**config.mk**
```make
export PLATFORM = sky130hd
export DESIGN_NAME = uart_core
export DESIGN_NICKNAME = d
export VERILOG_FILES = /design/src/rtl/uart_core.sv
export SDC_FILE = /design/constraint.sdc
export NUM_CORES = 1
export LEC_CHECK = 0
export BUFFER_PORTS_ARGS = -buffer_cell sky130_fd_sc_hd__buf_2
export CORE_UTILIZATION = 55
export CTS_BUF_LIST = sky130_fd_sc_hd__clkbuf_4
export CTS_CLUSTER_SIZE = 25
export DETAILED_ROUTE_END_ITERATION = 10
export MAX_ROUTING_LAYER = met4
export PLACE_DENSITY = 0.71
export REMOVE_ABC_BUFFERS = 1
export SETUP_SLACK_MARGIN = 0.4
export SYNTH_ARGS = -nofsm -noshare
export SYNTH_HDL_FRONTEND = slang
export SYNTH_HIERARCHICAL = 1
export SYNTH_SLANG_ARGS = --single-unit
```
**constraint.sdc**
```tcl
create_clock -name clk -period 8.9 [get_ports clk]
set_input_delay 0.89 -clock clk [delete_from_list [all_inputs] [get_ports clk]]
set_output_delay 0.89 -clock clk [all_outputs]
set_load 0.01 [all_outputs]
```
**src/rtl/uart_core.sv**
```systemverilog
// Full-duplex UART: 16x baud-tick generator, oversampling receiver, transmitter, FIFOs both ways.
// Compile-time option UART_PARITY_EN inserts one even-parity bit between data and stop bits.

module uart_core_fifo #(
  parameter int WIDTH = 8,
  parameter int DEPTH = 16
) (
  input  logic             clk,
  input  logic             rst_n,
  input  logic             wr_i,
  input  logic [WIDTH-1:0] wdata_i,
  input  logic             rd_i,
  output logic [WIDTH-1:0] rdata_o,
  output logic             empty_o,
  output logic             full_o
);
  localparam int AW = $clog2(DEPTH);

  logic [WIDTH-1:0] mem_q [DEPTH];
  logic [AW:0]      wptr_q, wptr_d;
  logic [AW:0]      rptr_q, rptr_d;
  logic             do_wr, do_rd;

  assign empty_o = (wptr_q == rptr_q);
  assign full_o  = (wptr_q[AW] != rptr_q[AW]) && (wptr_q[AW-1:0] == rptr_q[AW-1:0]);
  assign do_rd   = rd_i && !empty_o;
  // a write into a full FIFO still lands when the same cycle frees a slot
  assign do_wr   = wr_i && (!full_o || do_rd);
  assign wptr_d  = do_wr ? wptr_q + (AW+1)'(1) : wptr_q;
  assign rptr_d  = do_rd ? rptr_q + (AW+1)'(1) : rptr_q;
  assign rdata_o = empty_o ? '0 : mem_q[rptr_q[AW-1:0]];

  always_ff @(posedge clk) begin
    if (do_wr) mem_q[wptr_q[AW-1:0]] <= wdata_i;
  end

  always_ff @(posedge clk or negedge rst_n) begin
    if (!rst_n) begin
      wptr_q <= '0;
      rptr_q <= '0;
    end else begin
      wptr_q <= wptr_d;
      rptr_q <= rptr_d;
    end
  end
endmodule

module uart_core #(
  parameter int CLK_HZ     = 100000000,
  parameter int BAUD       = 19200,
  parameter int DATA_BITS  = 8,
  parameter int FIFO_DEPTH = 16
) (
  input  logic                 clk,
  input  logic                 rst_n,
  input  logic                 rx,
  output logic                 tx,
  input  logic [DATA_BITS-1:0] tx_data,
  input  logic                 tx_write,
  output logic                 tx_full,
  output logic                 tx_busy,
  output logic [DATA_BITS-1:0] rx_data,
  input  logic                 rx_read,
  output logic                 rx_present,
  output logic                 rx_full,
  output logic                 frame_error,
  output logic                 parity_error,
  output logic                 overrun,
  input  logic                 clear_errors
);
  localparam int DIV = (CLK_HZ + 8*BAUD) / (16*BAUD);
  localparam int BW  = (DIV > 1) ? $clog2(DIV) : 1;
  localparam logic [3:0] BIT_LAST = 4'(DATA_BITS-1);

  typedef enum logic [2:0] {
    RX_IDLE      = 3'd0,
    RX_START     = 3'd1,
    RX_DATA      = 3'd2,
`ifdef UART_PARITY_EN
    RX_PARITY    = 3'd3,
`endif
    RX_STOP      = 3'd4,
    RX_WAIT_HIGH = 3'd5
  } rx_state_e;

  typedef enum logic [2:0] {
    TX_IDLE   = 3'd0,
    TX_START  = 3'd1,
    TX_DATA   = 3'd2,
`ifdef UART_PARITY_EN
    TX_PARITY = 3'd3,
`endif
    TX_STOP   = 3'd4
  } tx_state_e;

  logic [BW-1:0] baud_cnt_q;
  logic          tick;

  assign tick = (baud_cnt_q == BW'(DIV-1));

  always_ff @(posedge clk or negedge rst_n) begin
    if (!rst_n) baud_cnt_q <= '0;
    else        baud_cnt_q <= tick ? '0 : baud_cnt_q + BW'(1);
  end

  // ---------------- receiver ----------------
  logic [1:0]           rx_sync_q;
  logic                 rx_s;
  rx_state_e            rx_state_q;
  logic [3:0]           rx_tcnt_q;
  logic [3:0]           rx_bit_q;
  logic [DATA_BITS-1:0] rx_shift_q;
  logic                 rx_push_q;
  logic                 rx_par_bad_q;
  logic                 frame_err_q;
  logic                 overrun_q;
  logic                 rxf_empty, rxf_full;
  logic                 ovr_set;
`ifdef UART_PARITY_EN
  logic                 par_err_q;
`endif

  assign rx_s = rx_sync_q[1];

  always_ff @(posedge clk or negedge rst_n) begin
    if (!rst_n) rx_sync_q <= 2'b11;
    else        rx_sync_q <= {rx_sync_q[0], rx};
  end

  always_ff @(posedge clk or negedge rst_n) begin
    if (!rst_n) begin
      rx_state_q   <= RX_IDLE;
      rx_tcnt_q    <= '0;
      rx_bit_q     <= '0;
      rx_shift_q   <= '0;
      rx_push_q    <= 1'b0;
      rx_par_bad_q <= 1'b0;
      frame_err_q  <= 1'b0;
`ifdef UART_PARITY_EN
      par_err_q    <= 1'b0;
`endif
    end else begin
      rx_push_q   <= 1'b0;
      frame_err_q <= 1'b0;
`ifdef UART_PARITY_EN
      par_err_q   <= 1'b0;
`endif
      case (rx_state_q)
        RX_IDLE: begin
          if (tick && !rx_s) begin
            rx_state_q <= RX_START;
            rx_tcnt_q  <= '0;
          end
        end
        RX_START: begin
          if (tick) begin
            if (rx_tcnt_q == 4'd7) begin
              rx_tcnt_q    <= '0;
              rx_bit_q     <= '0;
              rx_par_bad_q <= 1'b0;
              rx_state_q   <= rx_s ? RX_IDLE : RX_DATA;
            end else begin
              rx_tcnt_q <= rx_tcnt_q + 4'd1;
            end
          end
        end
        RX_DATA: begin
          if (tick) begin
            rx_tcnt_q <= rx_tcnt_q + 4'd1;
            if (rx_tcnt_q == 4'd15) begin
              rx_shift_q <= {rx_s, rx_shift_q[DATA_BITS-1:1]};
              rx_bit_q   <= rx_bit_q + 4'd1;
              if (rx_bit_q == BIT_LAST) begin
`ifdef UART_PARITY_EN
                rx_state_q <= RX_PARITY;
`else
                rx_state_q <= RX_STOP;
`endif
              end
            end
          end
        end
`ifdef UART_PARITY_EN
        RX_PARITY: begin
          if (tick) begin
            rx_tcnt_q <= rx_tcnt_q + 4'd1;
            if (rx_tcnt_q == 4'd15) begin
              rx_par_bad_q <= (^rx_shift_q) ^ rx_s;
              rx_state_q   <= RX_STOP;
            end
          end
        end
`endif
        RX_STOP: begin
          if (tick) begin
            rx_tcnt_q <= rx_tcnt_q + 4'd1;
            if (rx_tcnt_q == 4'd15) begin
              frame_err_q <= !rx_s;
              rx_push_q   <= rx_s && !rx_par_bad_q;
`ifdef UART_PARITY_EN
              par_err_q   <= rx_par_bad_q;
`endif
              rx_state_q  <= rx_s ? RX_IDLE : RX_WAIT_HIGH;
            end
          end
        end
        RX_WAIT_HIGH: begin
          if (rx_s) rx_state_q <= RX_IDLE;
        end
        default: rx_state_q <= RX_IDLE;
      endcase
    end
  end

  uart_core_fifo #(.WIDTH(DATA_BITS), .DEPTH(FIFO_DEPTH)) u_rx_fifo (
    .clk     (clk),
    .rst_n   (rst_n),
    .wr_i    (rx_push_q),
    .wdata_i (rx_shift_q),
    .rd_i    (rx_read),
    .rdata_o (rx_data),
    .empty_o (rxf_empty),
    .full_o  (rxf_full)
  );

  // a same-cycle read makes room, so only an unserviced push into a full FIFO is lost
  assign ovr_set = rx_push_q && rxf_full && !rx_read;

  always_ff @(posedge clk or negedge rst_n) begin
    if (!rst_n)            overrun_q <= 1'b0;
    else if (ovr_set)      overrun_q <= 1'b1;
    else if (clear_errors) overrun_q <= 1'b0;
  end

  assign rx_present  = !rxf_empty;
  assign rx_full     = rxf_full;
  assign frame_error = frame_err_q;
  assign overrun     = overrun_q;
`ifdef UART_PARITY_EN
  assign parity_error = par_err_q;
`else
  assign parity_error = 1'b0;
`endif

  // ---------------- transmitter ----------------
  tx_state_e            tx_state_q;
  logic [3:0]           tx_tcnt_q;
  logic [3:0]           tx_bit_q;
  logic [DATA_BITS-1:0] tx_shift_q;
  logic                 tx_q;
  logic                 txf_empty, txf_full;
  logic [DATA_BITS-1:0] txf_rdata;
  logic                 tx_pop;
`ifdef UART_PARITY_EN
  logic                 tx_par_q;
`endif

  // reload happens from IDLE or on the last tick of STOP, so back-to-back frames have no gap
  assign tx_pop = tick && !txf_empty &&
                  ((tx_state_q == TX_IDLE) || ((tx_state_q == TX_STOP) && (tx_tcnt_q == 4'd15)));

  uart_core_fifo #(.WIDTH(DATA_BITS), .DEPTH(FIFO_DEPTH)) u_tx_fifo (
    .clk     (clk),
    .rst_n   (rst_n),
    .wr_i    (tx_write),
    .wdata_i (tx_data),
    .rd_i    (tx_pop),
    .rdata_o (txf_rdata),
    .empty_o (txf_empty),
    .full_o  (txf_full)
  );

  always_ff @(posedge clk or negedge rst_n) begin
    if (!rst_n) begin
      tx_state_q <= TX_IDLE;
      tx_tcnt_q  <= '0;
      tx_bit_q   <= '0;
      tx_shift_q <= '0;
      tx_q       <= 1'b1;
`ifdef UART_PARITY_EN
      tx_par_q   <= 1'b0;
`endif
    end else if (tx_pop) begin
      tx_shift_q <= txf_rdata;
      tx_q       <= 1'b0;
      tx_tcnt_q  <= '0;
      tx_state_q <= TX_START;
`ifdef UART_PARITY_EN
      tx_par_q   <= ^txf_rdata;
`endif
    end else if (tick) begin
      case (tx_state_q)
        TX_START: begin
          tx_tcnt_q <= tx_tcnt_q + 4'd1;
          if (tx_tcnt_q == 4'd15) begin
            tx_bit_q   <= '0;
            tx_q       <= tx_shift_q[0];
            tx_state_q <= TX_DATA;
          end
        end
        TX_DATA: begin
          tx_tcnt_q <= tx_tcnt_q + 4'd1;
          if (tx_tcnt_q == 4'd15) begin
            if (tx_bit_q == BIT_LAST) begin
`ifdef UART_PARITY_EN
              tx_q       <= tx_par_q;
              tx_state_q <= TX_PARITY;
`else
              tx_q       <= 1'b1;
              tx_state_q <= TX_STOP;
`endif
            end else begin
              tx_bit_q   <= tx_bit_q + 4'd1;
              tx_shift_q <= {1'b0, tx_shift_q[DATA_BITS-1:1]};
              tx_q       <= tx_shift_q[1];
            end
          end
        end
`ifdef UART_PARITY_EN
        TX_PARITY: begin
          tx_tcnt_q <= tx_tcnt_q + 4'd1;
          if (tx_tcnt_q == 4'd15) begin
            tx_q       <= 1'b1;
            tx_state_q <= TX_STOP;
          end
        end
`endif
        TX_STOP: begin
          tx_tcnt_q <= tx_tcnt_q + 4'd1;
          if (tx_tcnt_q == 4'd15) tx_state_q <= TX_IDLE;
        end
        default: ;
      endcase
    end
  end

  assign tx      = tx_q;
  assign tx_full = txf_full;
  assign tx_busy = !txf_empty || (tx_state_q != TX_IDLE);
endmodule

```
==> run_summary.xml <==
<?xml version="1.0" encoding="UTF-8"?>
<metrics>
  <group name="clock_tree">
    <metric name="clkSinkCount" unit="">329</metric>
    <metric name="cts.path.max_buffers" unit="">3</metric>
    <metric name="clock_tree_from_tritoncts" unit="">yes</metric>
    <metric name="htreeDepth" unit="">3</metric>
    <metric name="holdBufCountCts" unit="">0</metric>
    <metric name="clk_latency" unit="ns">0.71</metric>
    <metric name="clock_tree.root_cell" unit="">sky130_fd_sc_hd__clkbuf_4</metric>
    <metric name="path_clk_slew" unit="ns">0.07</metric>
    <metric name="cts_setup_buffers" unit="">0</metric>
    <metric name="post_cts.resized_instances" unit="">0</metric>
    <metric name="tritoncts_buffer_count" unit="">82</metric>
  </group>
  <group name="route">
    <metric name="detail-route-antenna-nets" unit="">0</metric>
    <metric name="drt_first_pass_iters" unit="">7</metric>
    <metric name="vias" unit="">7863</metric>
    <metric name="drt_wl_total" unit="mm">28.5</metric>
    <metric name="vias_per_cell" unit="">6.06</metric>
    <metric name="first_iter_violations" unit="">699</metric>
    <metric name="routedWlPerCell" unit="microns">22.0</metric>
    <metric name="post-route-drc-count" unit="">0</metric>
  </group>
  <group name="floorplan">
    <metric name="core_area" unit="sq mm">0.0245</metric>
    <metric name="die_h" unit="microns">161</metric>
    <metric name="floorplan.initialDensity" unit="%">56.6</metric>
    <metric name="dieArea" unit="sq mm">0.0259</metric>
    <metric name="die_x" unit="microns">161</metric>
    <metric name="io-pin-count" unit="">30</metric>
    <metric name="row_count" unit="">57</metric>
  </group>
  <group name="timing">
    <metric name="grt_setup_unrepaired" unit="">false</metric>
    <metric name="final_min_period_over_clock_period" unit="%">47.6</metric>
    <metric name="setup_tns" unit="ns">0</metric>
    <metric name="timing_hold_violations_final" unit="">0</metric>
    <metric name="fin_worst_skew" unit="ns">0.0515</metric>
    <metric name="setup_viol" unit="">0</metric>
    <metric name="worst_slew_margin_rel" unit="%">27.8</metric>
    <metric name="slew_viol_final" unit="">0</metric>
    <metric name="finalWorstPathRequiredPeriod" unit="ns">4.23</metric>
    <metric name="achievable-frequency" unit="GHz">0.236</metric>
    <metric name="tightestPinTransition" unit="ns">1.08</metric>
  </group>
  <group name="global_route">
    <metric name="grt_max_degree" unit="">74</metric>
    <metric name="initial_antenna_violation_count" unit="">1</metric>
    <metric name="grt_overflow" unit="">0</metric>
    <metric name="grt_pass1_wl" unit="mm">44.8</metric>
    <metric name="grt_usage" unit="%">23.7</metric>
    <metric name="grt_pass1_vias" unit="">8119</metric>
  </group>
  <group name="critical_path">
    <metric name="arrival" unit="ns">3.34</metric>
    <metric name="crit_fanout" unit="">36</metric>
    <metric name="critPathKind" unit="">reg -&gt; out</metric>
    <metric name="worstReg2RegStart" unit="">u_tx_fifo/rptr_q[0]</metric>
    <metric name="crit_path_start" unit="">u_tx_fifo/rptr_q[0]</metric>
    <metric name="critical_path.startpoint_type" unit="">register</metric>
    <metric name="required" unit="ns">8.01</metric>
    <metric name="critPathCaptureType" unit="">primary output</metric>
  </group>
  <group name="job">
    <metric name="cap_violations" unit="">0</metric>
  </group>
  <group name="cells_and_area">
    <metric name="layout.cells.non_filler" unit="">1298</metric>
    <metric name="final_common_cell" unit="">sky130_fd_sc_hd__edfxtp_1</metric>
    <metric name="share_of_final_layout_standard_cells_stronger_than_drive_strength_1" unit="%">26.5</metric>
    <metric name="area_delta_synth_final" unit="%">10.6</metric>
    <metric name="mostFrequentLayoutCells" unit="">256 x sky130_fd_sc_hd__edfxtp_1, 119 x sky130_fd_sc_hd__clkbuf_4, 68 x sky130_fd_sc_hd__dfrtp_1, 56 x sky130_fd_sc_hd__mux4_2, 38 x sky130_fd_sc_hd__nor2_1</metric>
    <metric name="design.final.nets" unit="">936</metric>
  </group>
  <group name="min_path">
    <metric name="min_path_type" unit="">in -&gt; reg</metric>
    <metric name="hold_start" unit="">rx</metric>
  </group>
  <group name="outcome">
    <metric name="run_status" unit="">completed</metric>
  </group>
  <group name="synthesis">
    <metric name="ys.flop_type" unit="">sky130_fd_sc_hd__edfxtp_1</metric>
    <metric name="synthesis.instances" unit="">831</metric>
    <metric name="synth_enable_flop_cells" unit="">256</metric>
    <metric name="syn_area_per_cell" unit="sq um">16.7</metric>
    <metric name="synth.yosys.warnings" unit="">6</metric>
    <metric name="syn-cell-area" unit="sq mm">0.0139</metric>
    <metric name="synth_async_sr_flop_share" unit="%">22.2</metric>
    <metric name="synth_seq_area_share" unit="%">68.6</metric>
    <metric name="synth_cell_types" unit="">74</metric>
    <metric name="ff_latch_count_synth" unit="">329</metric>
  </group>
  <group name="power_and_ir_drop">
    <metric name="ir_worst_vdd" unit="V">0.000148</metric>
    <metric name="pwr_density_cell" unit="mW/mm^2">229</metric>
    <metric name="power.leakage" unit="nW">5.84</metric>
  </group>
  <group name="placement">
    <metric name="dp.cells" unit="">1146</metric>
    <metric name="io_buffers" unit="">28</metric>
    <metric name="total_half_perimeter_wirelength_after_legalization_and_detailed_placement" unit="mm">18.0</metric>
    <metric name="gp_congestion" unit="">0.883</metric>
  </group>
</metrics>
## stage by stage
| stage | hold WS, ns | util, % | worst slack (ns) | area, sq um | total power [mW] |
|---|---|---|---|---|---|
| floorplan | 0.345 | - | 4.44 | 13600 | 2.09 |
| global placement | 0.346 | 58.0 | 4.82 | 14200 | 2.23 |
| detailed placement | 0.355 | 58.0 | 4.73 | 14200 | 2.24 |
| CTS | 0.244 | 62.6 | 4.61 | 15300 | 3.55 |
| global route | 0.274 | 62.6 | 4.41 | 15400 | 3.65 |
| finish | 0.290 | 62.6 | 4.67 | 15400 | 3.51 |
## cell families (layout without fill, tap and decap cells)
family	after synthesis	count (layout)	share of synthesized area [%]
AO/OA/AOI/OAI	120	120	6.03
XOR/XNOR	34	34	2.31
AND/OR/NAND/NOR	175	175	7.27
other	1	2	0.0270
adder cells (fa/ha/maj)	17	17	1.51
buffers and inverters	61	203	2.30
multiplexers	94	94	12.0
flip-flops	329	329	68.6
## flip-flops by register name, summed over array words and instances, names as in the netlist, 5 cells and up
register,count
u_tx_fifo/mem_q,128
u_rx_fifo/mem_q,128
rx_shift_q,8
u_rx_fifo/wptr_q,5
u_tx_fifo/wptr_q,5
baud_cnt_q,9
u_rx_fifo/rptr_q,5
tx_shift_q,8
u_tx_fifo/rptr_q,5
## routing by layer
layer	GRT usage, %	up-vias	routed length (microns)	part of all wire, %
li1	-	3516	-	-
met3	4.42	62	1580	5.6
met5	-	-	0	0
met1	29.6	3999	11500	40
met2	38.4	286	14700	52
met4	10.1	0	737	2.6
## power breakdown
group	total (mW)	switching, mW	internal [mW]	leakage, nW
registers	1.81	0.0760	1.73	3.61
clock network	1.30	0.591	0.707	0.644
logic	0.403	0.250	0.153	1.59
## synth_stat cells (2+ instances only)
library cell | n | area share, %
sky130_fd_sc_hd__ha_1 | 16 | 1.4
sky130_fd_sc_hd__nand2b_1 | 7 | 0.32
sky130_fd_sc_hd__and3_1 | 29 | 1.3
sky130_fd_sc_hd__a211oi_1 | 2 | 0.11
sky130_fd_sc_hd__or2_2 | 4 | 0.18
sky130_fd_sc_hd__xor2_1 | 17 | 1.1
sky130_fd_sc_hd__o21ai_1 | 2 | 0.072
sky130_fd_sc_hd__xnor2_1 | 14 | 0.88
sky130_fd_sc_hd__o2bb2ai_1 | 4 | 0.25
sky130_fd_sc_hd__o22ai_1 | 9 | 0.41
sky130_fd_sc_hd__buf_2 | 11 | 0.40
sky130_fd_sc_hd__nor3_1 | 7 | 0.25
sky130_fd_sc_hd__or4_1 | 4 | 0.22
sky130_fd_sc_hd__nor3b_1 | 5 | 0.27
sky130_fd_sc_hd__nand2_1 | 17 | 0.46
sky130_fd_sc_hd__nand3_1 | 15 | 0.54
sky130_fd_sc_hd__buf_6 | 6 | 0.49
sky130_fd_sc_hd__nor2b_1 | 13 | 0.59
sky130_fd_sc_hd__inv_1 | 15 | 0.41
sky130_fd_sc_hd__and2_1 | 3 | 0.14
sky130_fd_sc_hd__clkbuf_1 | 16 | 0.43
sky130_fd_sc_hd__buf_4 | 8 | 0.43
sky130_fd_sc_hd__nand4_1 | 7 | 0.32
sky130_fd_sc_hd__nor2_1 | 38 | 1.0
sky130_fd_sc_hd__a22oi_1 | 21 | 1.1
sky130_fd_sc_hd__mux2_2 | 14 | 1.1
sky130_fd_sc_hd__nand3b_1 | 3 | 0.16
sky130_fd_sc_hd__xnor2_2 | 3 | 0.35
sky130_fd_sc_hd__o2111ai_1 | 2 | 0.13
sky130_fd_sc_hd__mux4_2 | 56 | 9.1
sky130_fd_sc_hd__dfrtp_1 | 70 | 13
sky130_fd_sc_hd__a2bb2oi_1 | 8 | 0.50
sky130_fd_sc_hd__mux2i_1 | 23 | 1.7
sky130_fd_sc_hd__and3b_1 | 3 | 0.19
sky130_fd_sc_hd__o31ai_1 | 7 | 0.38
sky130_fd_sc_hd__nor4b_1 | 5 | 0.32
sky130_fd_sc_hd__a22o_1 | 4 | 0.25
sky130_fd_sc_hd__a21oi_1 | 21 | 0.76
sky130_fd_sc_hd__a41oi_1 | 2 | 0.13
sky130_fd_sc_hd__a31oi_1 | 6 | 0.27
sky130_fd_sc_hd__edfxtp_1 | 256 | 55
sky130_fd_sc_hd__buf_1 | 4 | 0.11
sky130_fd_sc_hd__nor4_1 | 3 | 0.14
sky130_fd_sc_hd__o21ai_0 | 19 | 0.69
sky130_fd_sc_hd__dfstp_2 | 3 | 0.57
## area by class of cell
class | count | area (sq um)
inverters | 15 | 56.3
clock inverters | 32 | 216
fillers | 1770 | 9180
diodes | 1 | 2.50
flip-flops and latches | 329 | 9520
multi-input cells | 441 | 4050
well taps | 324 | 405
clock buffers | 119 | 893
repair buffers | 37 | 210
## critical path, stage by stage (launching register included)
cell and delay [ns]:
sky130_fd_sc_hd__dfrtp_2 1.03, sky130_fd_sc_hd__xor2_1 0.17, sky130_fd_sc_hd__nor4_2 0.38, sky130_fd_sc_hd__and2_2 0.37
sky130_fd_sc_hd__nor4b_1 0.47, sky130_fd_sc_hd__inv_1 0.09, sky130_fd_sc_hd__buf_2 0.16
## worst paths after layout
kind | slack [ns] | to | depth (start not counted)
worst max register to register | 4.69 | u_tx_fifo/mem_q[15][4] | 10
worst min register to register | 0.37 | rx_sync_q[1] | 0
worst min-delay path | 0.29 | rx_sync_q[0] | 1
worst max-delay path | 4.67 | tx_busy | 6
max in group asynchronous | 7.86 | u_tx_fifo/rptr_q[0] | 1
min in group asynchronous | 0.35 | rx_shift_q[2] | 1
No activity file was read; power rests on OpenSTA's default activity.
